<file path="src/rtl/ftdi_tx_mass_pkg.sv">
// ============================================================================
//  Module   : ftdi_tx_mass_pkg
//  Brief    : Shared encodings and LFSR step for the bulk transmit generator.
//  Revision : 1.0
// ============================================================================
`default_nettype none

package ftdi_tx_mass_pkg;

    localparam logic [1:0] MODE_INC   = 2'd0;
    localparam logic [1:0] MODE_LFSR  = 2'd1;
    localparam logic [1:0] MODE_CONST = 2'd2;

    localparam logic [7:0] CONST_BYTE = 8'hA5;
    localparam logic [7:0] LFSR_TAPS  = 8'h71;

    typedef enum logic [0:0] {
        ST_CMD  = 1'b0,
        ST_SEND = 1'b1
    } state_t;

    // Galois step for x^8+x^6+x^5+x^4+1: shift left, fold taps in on old MSB.
    function automatic logic [7:0] lfsr_step(input logic [7:0] s);
        return {s[6:0], 1'b0} ^ (s[7] ? LFSR_TAPS : 8'h00);
    endfunction

endpackage

`default_nettype wire

</file>
<file path="src/rtl/ftdi_tx_mass_lfsr.sv">
// ============================================================================
//  Module   : ftdi_tx_mass_lfsr
//  Brief    : Combinational B-step LFSR advance; lane i holds state after i steps.
//  Revision : 1.0
// ============================================================================
`default_nettype none

module ftdi_tx_mass_lfsr
    import ftdi_tx_mass_pkg::*;
#(
    parameter int B = 4
) (
    input  logic [7:0]     cur_state,
    output logic [8*B-1:0] lanes,
    output logic [7:0]     next_state
);

    logic [7:0] w_chain [0:B];

    assign w_chain[0] = cur_state;

    generate
        for (genvar gi = 0; gi < B; gi++) begin : g_step
            assign lanes[8*gi +: 8] = w_chain[gi];
            assign w_chain[gi+1]    = lfsr_step(w_chain[gi]);
        end
    endgenerate

    assign next_state = w_chain[B];

endmodule

`default_nettype wire

</file>
<file path="src/rtl/ftdi_tx_mass_gen.sv">
// ============================================================================
//  Module   : ftdi_tx_mass_gen
//  Brief    : Command-driven bulk pattern generator (mode + length header in,
//             B-byte TX words out). TX_MASS_STATS_EN adds the xfer_cnt output.
//  Revision : 1.0
// ============================================================================
`default_nettype none

module ftdi_tx_mass_gen
    import ftdi_tx_mass_pkg::*;
#(
    parameter int         TX_EW     = 2,
    parameter int         LEN_BYTES = 4,
    parameter logic [7:0] LFSR_SEED = 8'hFF
) (
    input  logic                      clk,
    input  logic                      rstn,
    output logic                      rx_tready,
    input  logic                      rx_tvalid,
    input  logic [7:0]                rx_tdata,
    input  logic                      tx_tready,
    output logic                      tx_tvalid,
    output logic [8*(1<<TX_EW)-1:0]   tx_tdata,
    output logic [(1<<TX_EW)-1:0]     tx_tkeep,
    output logic                      tx_tlast,
    output logic                      busy
`ifdef TX_MASS_STATS_EN
    ,
    output logic [31:0]               xfer_cnt
`endif
);

    localparam int B = 1 << TX_EW;
    localparam int L = 8 * LEN_BYTES;

    localparam logic [L-1:0] c_b_len    = L'(B);
    localparam logic [3:0]   c_last_idx = 4'(LEN_BYTES);

    state_t         r_state;
    logic [3:0]     r_hdr_idx;
    logic [1:0]     r_mode;
    logic [L-1:0]   r_len;
    logic [L-1:0]   r_rem;
    logic [7:0]     r_k;
    logic [7:0]     r_lfsr;

    logic           w_rx_fire;
    logic           w_tx_fire;
    logic           w_hdr_done;
    logic [L-1:0]   w_len_shift;

    logic [L-1:0]   w_src_rem;
    logic [7:0]     w_src_k;
    logic [7:0]     w_src_lfsr;
    logic [8*B-1:0] w_lfsr_lanes;
    logic [7:0]     w_lfsr_next;
    logic [8*B-1:0] w_data;
    logic [B-1:0]   w_keep;
    logic           w_last;
    logic [L-1:0]   w_rem_next;
    logic [7:0]     w_k_next;

    assign w_rx_fire  = rx_tvalid & rx_tready;
    assign w_tx_fire  = tx_tvalid & tx_tready;
    assign w_hdr_done = w_rx_fire && (r_hdr_idx == c_last_idx);

    // Length bytes arrive LSB first, so shifting right lands byte 1 at bit 0.
    generate
        if (LEN_BYTES == 1) begin : g_len_single
            assign w_len_shift = rx_tdata;
        end else begin : g_len_multi
            assign w_len_shift = {rx_tdata, r_len[L-1:8]};
        end
    endgenerate

    // One generator serves both the first word (fed from the fresh header)
    // and every following word (fed from the state left by the prior word).
    assign w_src_rem  = (r_state == ST_SEND) ? r_rem  : w_len_shift;
    assign w_src_k    = (r_state == ST_SEND) ? r_k    : 8'h00;
    assign w_src_lfsr = (r_state == ST_SEND) ? r_lfsr : LFSR_SEED;

    ftdi_tx_mass_lfsr #(
        .B (B)
    ) u_lfsr (
        .cur_state  (w_src_lfsr),
        .lanes      (w_lfsr_lanes),
        .next_state (w_lfsr_next)
    );

    always_comb begin
        w_data = '0;
        w_keep = '0;
        for (int i = 0; i < B; i++) begin
            w_keep[i] = (w_src_rem > L'(i));
            if (w_keep[i]) begin
                case (r_mode)
                    MODE_LFSR:  w_data[8*i +: 8] = w_lfsr_lanes[8*i +: 8];
                    MODE_CONST: w_data[8*i +: 8] = CONST_BYTE;
                    default:    w_data[8*i +: 8] = w_src_k + 8'(i);
                endcase
            end
        end
        w_last     = (w_src_rem <= c_b_len);
        w_rem_next = w_last ? '0 : (w_src_rem - c_b_len);
        w_k_next   = w_src_k + 8'(B);
    end

    always_ff @(posedge clk or negedge rstn) begin
        if (!rstn) begin
            r_state   <= ST_CMD;
            r_hdr_idx <= '0;
            r_mode    <= MODE_INC;
            r_len     <= '0;
            r_rem     <= '0;
            r_k       <= '0;
            r_lfsr    <= LFSR_SEED;
            rx_tready <= 1'b0;
            tx_tvalid <= 1'b0;
            tx_tdata  <= '0;
            tx_tkeep  <= '0;
            tx_tlast  <= 1'b0;
            busy      <= 1'b0;
`ifdef TX_MASS_STATS_EN
            xfer_cnt  <= '0;
`endif
        end else if (r_state == ST_CMD) begin
            rx_tready <= 1'b1;
            if (w_rx_fire) begin
                busy <= 1'b1;
                if (r_hdr_idx == 4'd0) begin
                    r_mode <= rx_tdata[1:0];
                end else begin
                    r_len <= w_len_shift;
                end
                if (w_hdr_done) begin
                    r_hdr_idx <= '0;
                    if (w_len_shift == '0) begin
                        busy <= 1'b0;
                    end else begin
                        rx_tready <= 1'b0;
                        r_state   <= ST_SEND;
                        tx_tvalid <= 1'b1;
                        tx_tdata  <= w_data;
                        tx_tkeep  <= w_keep;
                        tx_tlast  <= w_last;
                        r_rem     <= w_rem_next;
                        r_k       <= w_k_next;
                        r_lfsr    <= w_lfsr_next;
                    end
                end else begin
                    r_hdr_idx <= r_hdr_idx + 4'd1;
                end
            end
        end else begin
            rx_tready <= 1'b0;
            if (w_tx_fire) begin
                if (tx_tlast) begin
                    tx_tvalid <= 1'b0;
                    tx_tdata  <= '0;
                    tx_tkeep  <= '0;
                    tx_tlast  <= 1'b0;
                    busy      <= 1'b0;
                    rx_tready <= 1'b1;
                    r_state   <= ST_CMD;
`ifdef TX_MASS_STATS_EN
                    xfer_cnt  <= xfer_cnt + 32'd1;
`endif
                end else begin
                    tx_tdata  <= w_data;
                    tx_tkeep  <= w_keep;
                    tx_tlast  <= w_last;
                    r_rem     <= w_rem_next;
                    r_k       <= w_k_next;
                    r_lfsr    <= w_lfsr_next;
                end
            end
        end
    end

endmodule

`default_nettype wire

</file>
<file path="config.mk">
export PLATFORM = sky130hd
export DESIGN_NAME = ftdi_tx_mass_gen
export DESIGN_NICKNAME = d
export VERILOG_FILES = /design/src/rtl/ftdi_tx_mass_pkg.sv /design/src/rtl/ftdi_tx_mass_lfsr.sv /design/src/rtl/ftdi_tx_mass_gen.sv
export SDC_FILE = /design/constraint.sdc
export NUM_CORES = 1
export LEC_CHECK = 0
export CAP_MARGIN = 40
export CORE_UTILIZATION = 55
export DETAILED_ROUTE_END_ITERATION = 16
export HOLD_SLACK_MARGIN = 0.05
export PLACE_DENSITY = 0.87
export SLEW_MARGIN = 20
export SYNTH_ARGS = -nofsm -noshare
export SYNTH_HDL_FRONTEND = slang
export SYNTH_SLANG_ARGS = --single-unit
</file>
<file path="constraint.sdc">
create_clock -name clk -period 6.7 [get_ports clk]
set_input_delay 1.005 -clock clk [delete_from_list [all_inputs] [get_ports clk]]
set_output_delay 1.005 -clock clk [all_outputs]
set_load 0.03 [all_outputs]
</file>
---- Word level (Yosys, flattened, before mapping) ----
Cells that the tools add are included.
Widths: inputs -> output; s select.
word-level totals
  flip-flop bits (word level) ............. 127
  bits of input ports ..................... 12
  output and inout port bits .............. 40
  logic and storage cells ................. 125
cells by class
  add/subtract/negate cells ............... 6
  order comparisons ....................... 5
  eq/ne operators ......................... 7
  muxes and demuxes ....................... 74
  bitwise gates (word level) .............. 8
  reduce and logical (&&, ||, !) cells .... 12
operator list
  kind                   number
  $mux 32                14
  $mux 8                 18
  $gt 32x1->1 const B    2
  $gt 32x2->1 const B    2
  $pmux 8 s2             4
  $le 32x3->1 const B    1
  $logic_not 32->1       1
  $sub 32x3->32 const B  1
  $xor 8x8->8            4
  $mux 4                 7
  $mux 7                 4
  $mux 1                 27
  $add 8x2->8 const B    2
  $reduce_and 5->1       2
  $reduce_and 3->1       3
  $add 8x1->8 const B    1
  $add 8x3->8 const B    1
  $ne 2x2->1 const B     3
  $add 4x1->4 const B    1
  $eq 4x3->1 const B     1
  $logic_not 4->1        1
  $reduce_and 4->1       1
  $reduce_bool 2->1      2
  $and 1x1->1            2
  6 further kinds        7

---- Logic depth before layout (Yosys ltp) ----
  word-level depth ........................ 13
  mapped depth ............................ 19
  depth with buffers taken out ............ 9

---- Cells and area by module ----
Synthesis repeated with hierarchy kept, for this count alone.
second synthesis, totals
  cell total of the unflattened synthesis .. 788
  area, all modules ....................... 7566.0 um2
by module, submodules not included
  module             times used  cells each  area each (um2)  sequential area each (um2)
  ftdi_tx_mass_gen   1           742         7191.9           2987.9
  ftdi_tx_mass_lfsr  1           46          374.1            0.0

---- Least setup slack after synthesis ----
Ideal clock, no wire load.
  path kind ............................... register -> register
  start ................................... register r_state
  end ..................................... register r_rem[10]
  library setup time ...................... 0.130 ns
  arrival ................................. 4.245 ns
  required time ........................... 6.570 ns
  setup slack ............................. 2.325 ns
  cell stages (with the launch flop) ...... 20
  path buffers ............................ 11
  clock period less this slack ............ 4.375 ns
  path through ............................ dfrtp_1 -> buf_4 -> buf_6 -> buf_6 -> buf_6 -> buf_6 -> buf_2 -> buf_2 -> buf_1 -> buf_1 -> mux2i_1 -> ha_1 -> or4bb_1 -> a222oi_1 -> buf_4 -> and2_1 -> a32oi_2 -> buf_2 -> a32oi_1 -> o21ai_0
between the ends
  cells in the longest elaborated chain, start to end .. 7
  elaborated cells between the ends (all ways) .. 16
  classes of those cells .................. add/sub (1); order compare (1); eq/ne (3); mux (8); reduce/logical (3)
ends and longest elaborated chain
  item                                                 line                                              source
  start: declaration                                   ftdi_tx_mass_gen.sv:39                            state_t r_state;
  start signal: assignment                             ftdi_tx_mass_gen.sv:110                           r_state <= ST_CMD;
  start signal: assignment                             ftdi_tx_mass_gen.sv:141                           r_state <= ST_SEND;
  start signal: assignment                             ftdi_tx_mass_gen.sv:164                           r_state <= ST_CMD;
  $mux 32                                              ftdi_tx_mass_gen.sv:78                            assign w_src_rem = (r_state == ST_SEND) ? r_rem : w_len_shift;
  $sub 32x3->32 / $le 32x3->1 (equally long branches)  ftdi_tx_mass_gen.sv:104, ftdi_tx_mass_gen.sv:103
  $mux 32                                              ftdi_tx_mass_gen.sv:104                           w_rem_next = w_last ? '0 : (w_src_rem - c_b_len);
  $mux 32                                              ftdi_tx_mass_gen.sv:137                           if (w_len_shift == '0) begin
  $mux 32                                              ftdi_tx_mass_gen.sv:135                           if (w_hdr_done) begin
  $mux 32                                              ftdi_tx_mass_gen.sv:128                           if (w_rx_fire) begin
  $mux 32                                              ftdi_tx_mass_gen.sv:126                           end else if (r_state == ST_CMD) begin
  end signal: assignment                               ftdi_tx_mass_gen.sv:146                           r_rem <= w_rem_next;
  end signal: assignment                               ftdi_tx_mass_gen.sv:172                           r_rem <= w_rem_next;
  end: declaration                                     ftdi_tx_mass_gen.sv:43                            logic [L-1:0] r_rem;
Several ways; a longest one is shown, not always the timed one. The select of a mux whose other input is x is not followed.
A chain may end at the register's enable or synchronous reset.

---- Worst setup path after layout ----
Ends and elaborated chain as after synthesis.

==> impl_metrics.yaml <==
synthesis:
  netlist_area_mm2: 0.00769
  yosysSeqAreaShare_pct: 38.9
  yosys.cell_count.top_type: "dfrtp_1"
  synth_top_area_share_pct: 36.1
  avgSynthCellArea_um2: 9.42
  syn_inst: 816
  yosysWarnings: 0
  synthFlopType: "dfrtp_1"
  synthTopCellsByCount: "dfrtp_1, nand2_1, a21oi_1, o21ai_0, nor2_1"
  synth_top_cell_by_area: "dfrtp_1"
  synth_edf_count: 0
  synth_seq_cells: 119
  ys_async_sr_fraction_pct: 100
  synthTopCellsByArea: "dfrtp_1, mux2_2, nand2_1, xnor2_1, a21oi_1"
  synth_nets: 839
  yosysUniqueCellTypes: 91
place:
  place_congestion: 1.00
  dpl_cell_area_mm2: 0.00823
  dp_slack_ns: 2.23
  dpl.hpwl_um: 15400
  io_buffers: 51
sta:
  finalCritPeriodShare_pct: 63.3
  slew_viol_final: 0
  final-setup-viol-count: 0
  timing.fmax_ghz: 0.236
  rsz0062_at_grt: "no"
  finClkSkew_ns: 0.00998
  slew_headroom_pct: 44.4
  worst_pin_slew_ns: 0.834
  setup-tns-final_ns: 0
  hold_viol: 0
  period_needed_ns: 4.24
  fin_hold_ws_ns: 0.475
  layout_setup_ws_ns: 2.46
clock_tree:
  cts_max_level: 4
  clk_latency_ns: 0.42
  cts_tree: "built"
  holdBufCountCts: 0
  ctsRootBufferMaster: "clkbuf_16"
  cts.sinks: 119
  cts_made_buffers: 17
  clk_path_buf_depth: 2
  cts-resized-gates: 0
  cts.clk_slew.worst_paths_ns: 0.06
  postCtsSetupBuffers: 0
global_routing:
  antenna_found_initial: 0
  gr-usage-all-layers_pct: 31.9
  grt_pass1_wl_um: 35600
  grt_max_degree: 70
  grt_pass1_vias: 6621
  overflow: 0
setup_path:
  path_delay_family: "simple AND/OR/NAND/NOR gates"
  critical_path_peak_fanout: 69
  cp_slowest_cell: "dfrtp_4"
  cpMostUsedCell: "buf_4"
  cp_data_arrival_time_ns: 4.50
  critPathKind: "reg2reg"
  slowest_delay_ns: 0.90
  required_ns: 6.97
  crit_buf_inv: 2
  cp_cell_sequence: "mux2i_1 -> ha_1 -> or4bb_1 -> a222oi_1 -> buf_4 -> and2_1 -> a32oi_2 -> buf_4 -> nand2_2 -> o21ai_0"
  worst_setup_path_start_kind: "flip-flop"
  crit_path_end_kind: "flip-flop"
power:
  ir_drop_mv: 0.271
  p_leak_nw: 3.48
  p_per_area_mw_per_mm2: 524
detailed_routing:
  via_per_inst: 6.75
  avgRoutedWirePerCell_um: 21.6
  vias: 6957
  drt_first_iter_violations: 905
  drc_errors: 0
  antenna_left: 0
  drtPass1Iterations: 5
  wl_um: 22200
status:
  status: "finished clean"
finish:
  num_antenna_cells: 0
  drive_gt1_share_pct: 14.2
  nNetsFinal: 865
  nFillCells: 1080
  area_growth_pct: 15.4
  stdcell_area_mm2: 0.00887
floorplanning:
  rows: 42
  core_mm2: 0.0135
  pin_count: 52
  fp.dieW_um: 120
  fp.dieArea_mm2: 0.0145
  die-height_um: 120
  initial_core_util_pct: 57.1
worst_hold_path:
  hp-class: "reg2reg"
job:
  cap_violations: 0
-- per-layer routing --
layer | wire (um) | part of all wire [%] | global-route usage [%] | vias up
li1 | - | - | - | 3105
met1 | 8700 | 39 | 39.9 | 3363
met2 | 10700 | 48 | 51.5 | 415
met3 | 1840 | 8.3 | 7.31 | 74
met4 | 987 | 4.4 | 16.8 | 0
met5 | 0 | 0 | 0 | -
-- layout make-up --
| type | count | area (um^2) | share of cell area (%) |
|---|---|---|---|
| clock buffer | 22 | 484 | 5.46 |
| clock inverter | 10 | 141 | 1.59 |
| inverter | 16 | 60.1 | 0.677 |
| multi-input combinational | 626 | 4370 | 49.2 |
| sequential | 119 | 2990 | 33.7 |
| tap | 176 | 220 | 2.48 |
| timing repair buffer | 62 | 607 | 6.84 |
-- state kept, by name, indices dropped and copies added (netlist names) --
name,count
rx_tready,1
r_state,1
tx_tkeep,4
r_k,8
r_len,24
tx_tdata,32
r_hdr_idx,4
r_rem,32
tx_tvalid,1
busy,1
tx_tlast,1
r_lfsr,8
r_mode,2
-- cell usage in the layout, fill, tap and decap left out, drive strengths merged, types with 7 or more instances in the layout --
cell and instances:
and2 12, inv 18, clkdlybuf4s50 50, o211ai 21, a211oi 16, nor4 7, buf 12, o21ai 47
nand2 85, dfrtp 111, nor3 26, mux2i 13, a21o 7, nor2 38, a31oi 8, nand4 13
a32o 8, mux2 30, dfstp 8, or3 17, ha 11, or2 9, a22o 27, nand3 17
a21oi 50, a32oi 14, xor2 17, clkbuf 22, xnor2 35, or4 11
-- worst reg2reg max path, cell delays in order, from the launching register on --
cell and delay, ns:
dfrtp_4 0.90, mux2i_1 0.45, ha_1 0.31, or4bb_1 0.56
a222oi_1 0.36, buf_4 0.24, and2_1 0.20, a32oi_2 0.13
buf_4 0.34, nand2_2 0.39, o21ai_0 0.21
-- worst paths after layout --
check | from | cells after the start | end | slack (ns)
max | r_state | 10 | r_rem[10] | 2.46
min | tx_tkeep[2] | 1 | tx_tkeep[2] | 0.47
max reg2reg | r_state | 10 | r_rem[10] | 2.46
min reg2reg | tx_tkeep[2] | 1 | tx_tkeep[2] | 0.47
max in group asynchronous | rstn | 2 | r_len[9] | 5.17
min in group asynchronous | rstn | 1 | tx_tkeep[3] | 0.51
-- per-stage QoR --
stage | instances | utilization [%] | power (W)
after CTS | 1030 | 65.8 | 0.00461
after global routing | 1031 | 65.9 | 0.00489
final | 1031 | 65.9 | 0.00465
after detailed placement | 998 | 61.1 | 0.00363
after floorplan | 816 | - | 0.00294
after global placement | 997 | 61.0 | 0.00356
-- where the power goes --
part	switching, W	total, W	internal, W
registers	0.000496	0.00154	0.00104
logic	0.00126	0.00215	0.000893
clock network	0.000337	0.000963	0.000626
total	0.00209	0.00465	0.00256
-- logic make-up (layout without fill, tap and decap cells) --
family | Yosys count | count (layout) | share of synthesized area [%]
flops | 119 | 119 | 38.9
compound gates | 240 | 240 | 23.0
mux | 43 | 43 | 6.09
simple gates | 280 | 280 | 19.8
xor+xnor | 52 | 52 | 5.93
fa+ha+maj | 11 | 11 | 1.79
buf+inv | 71 | 110 | 4.48
Note: power is estimated with default switching activity, not from simulation.
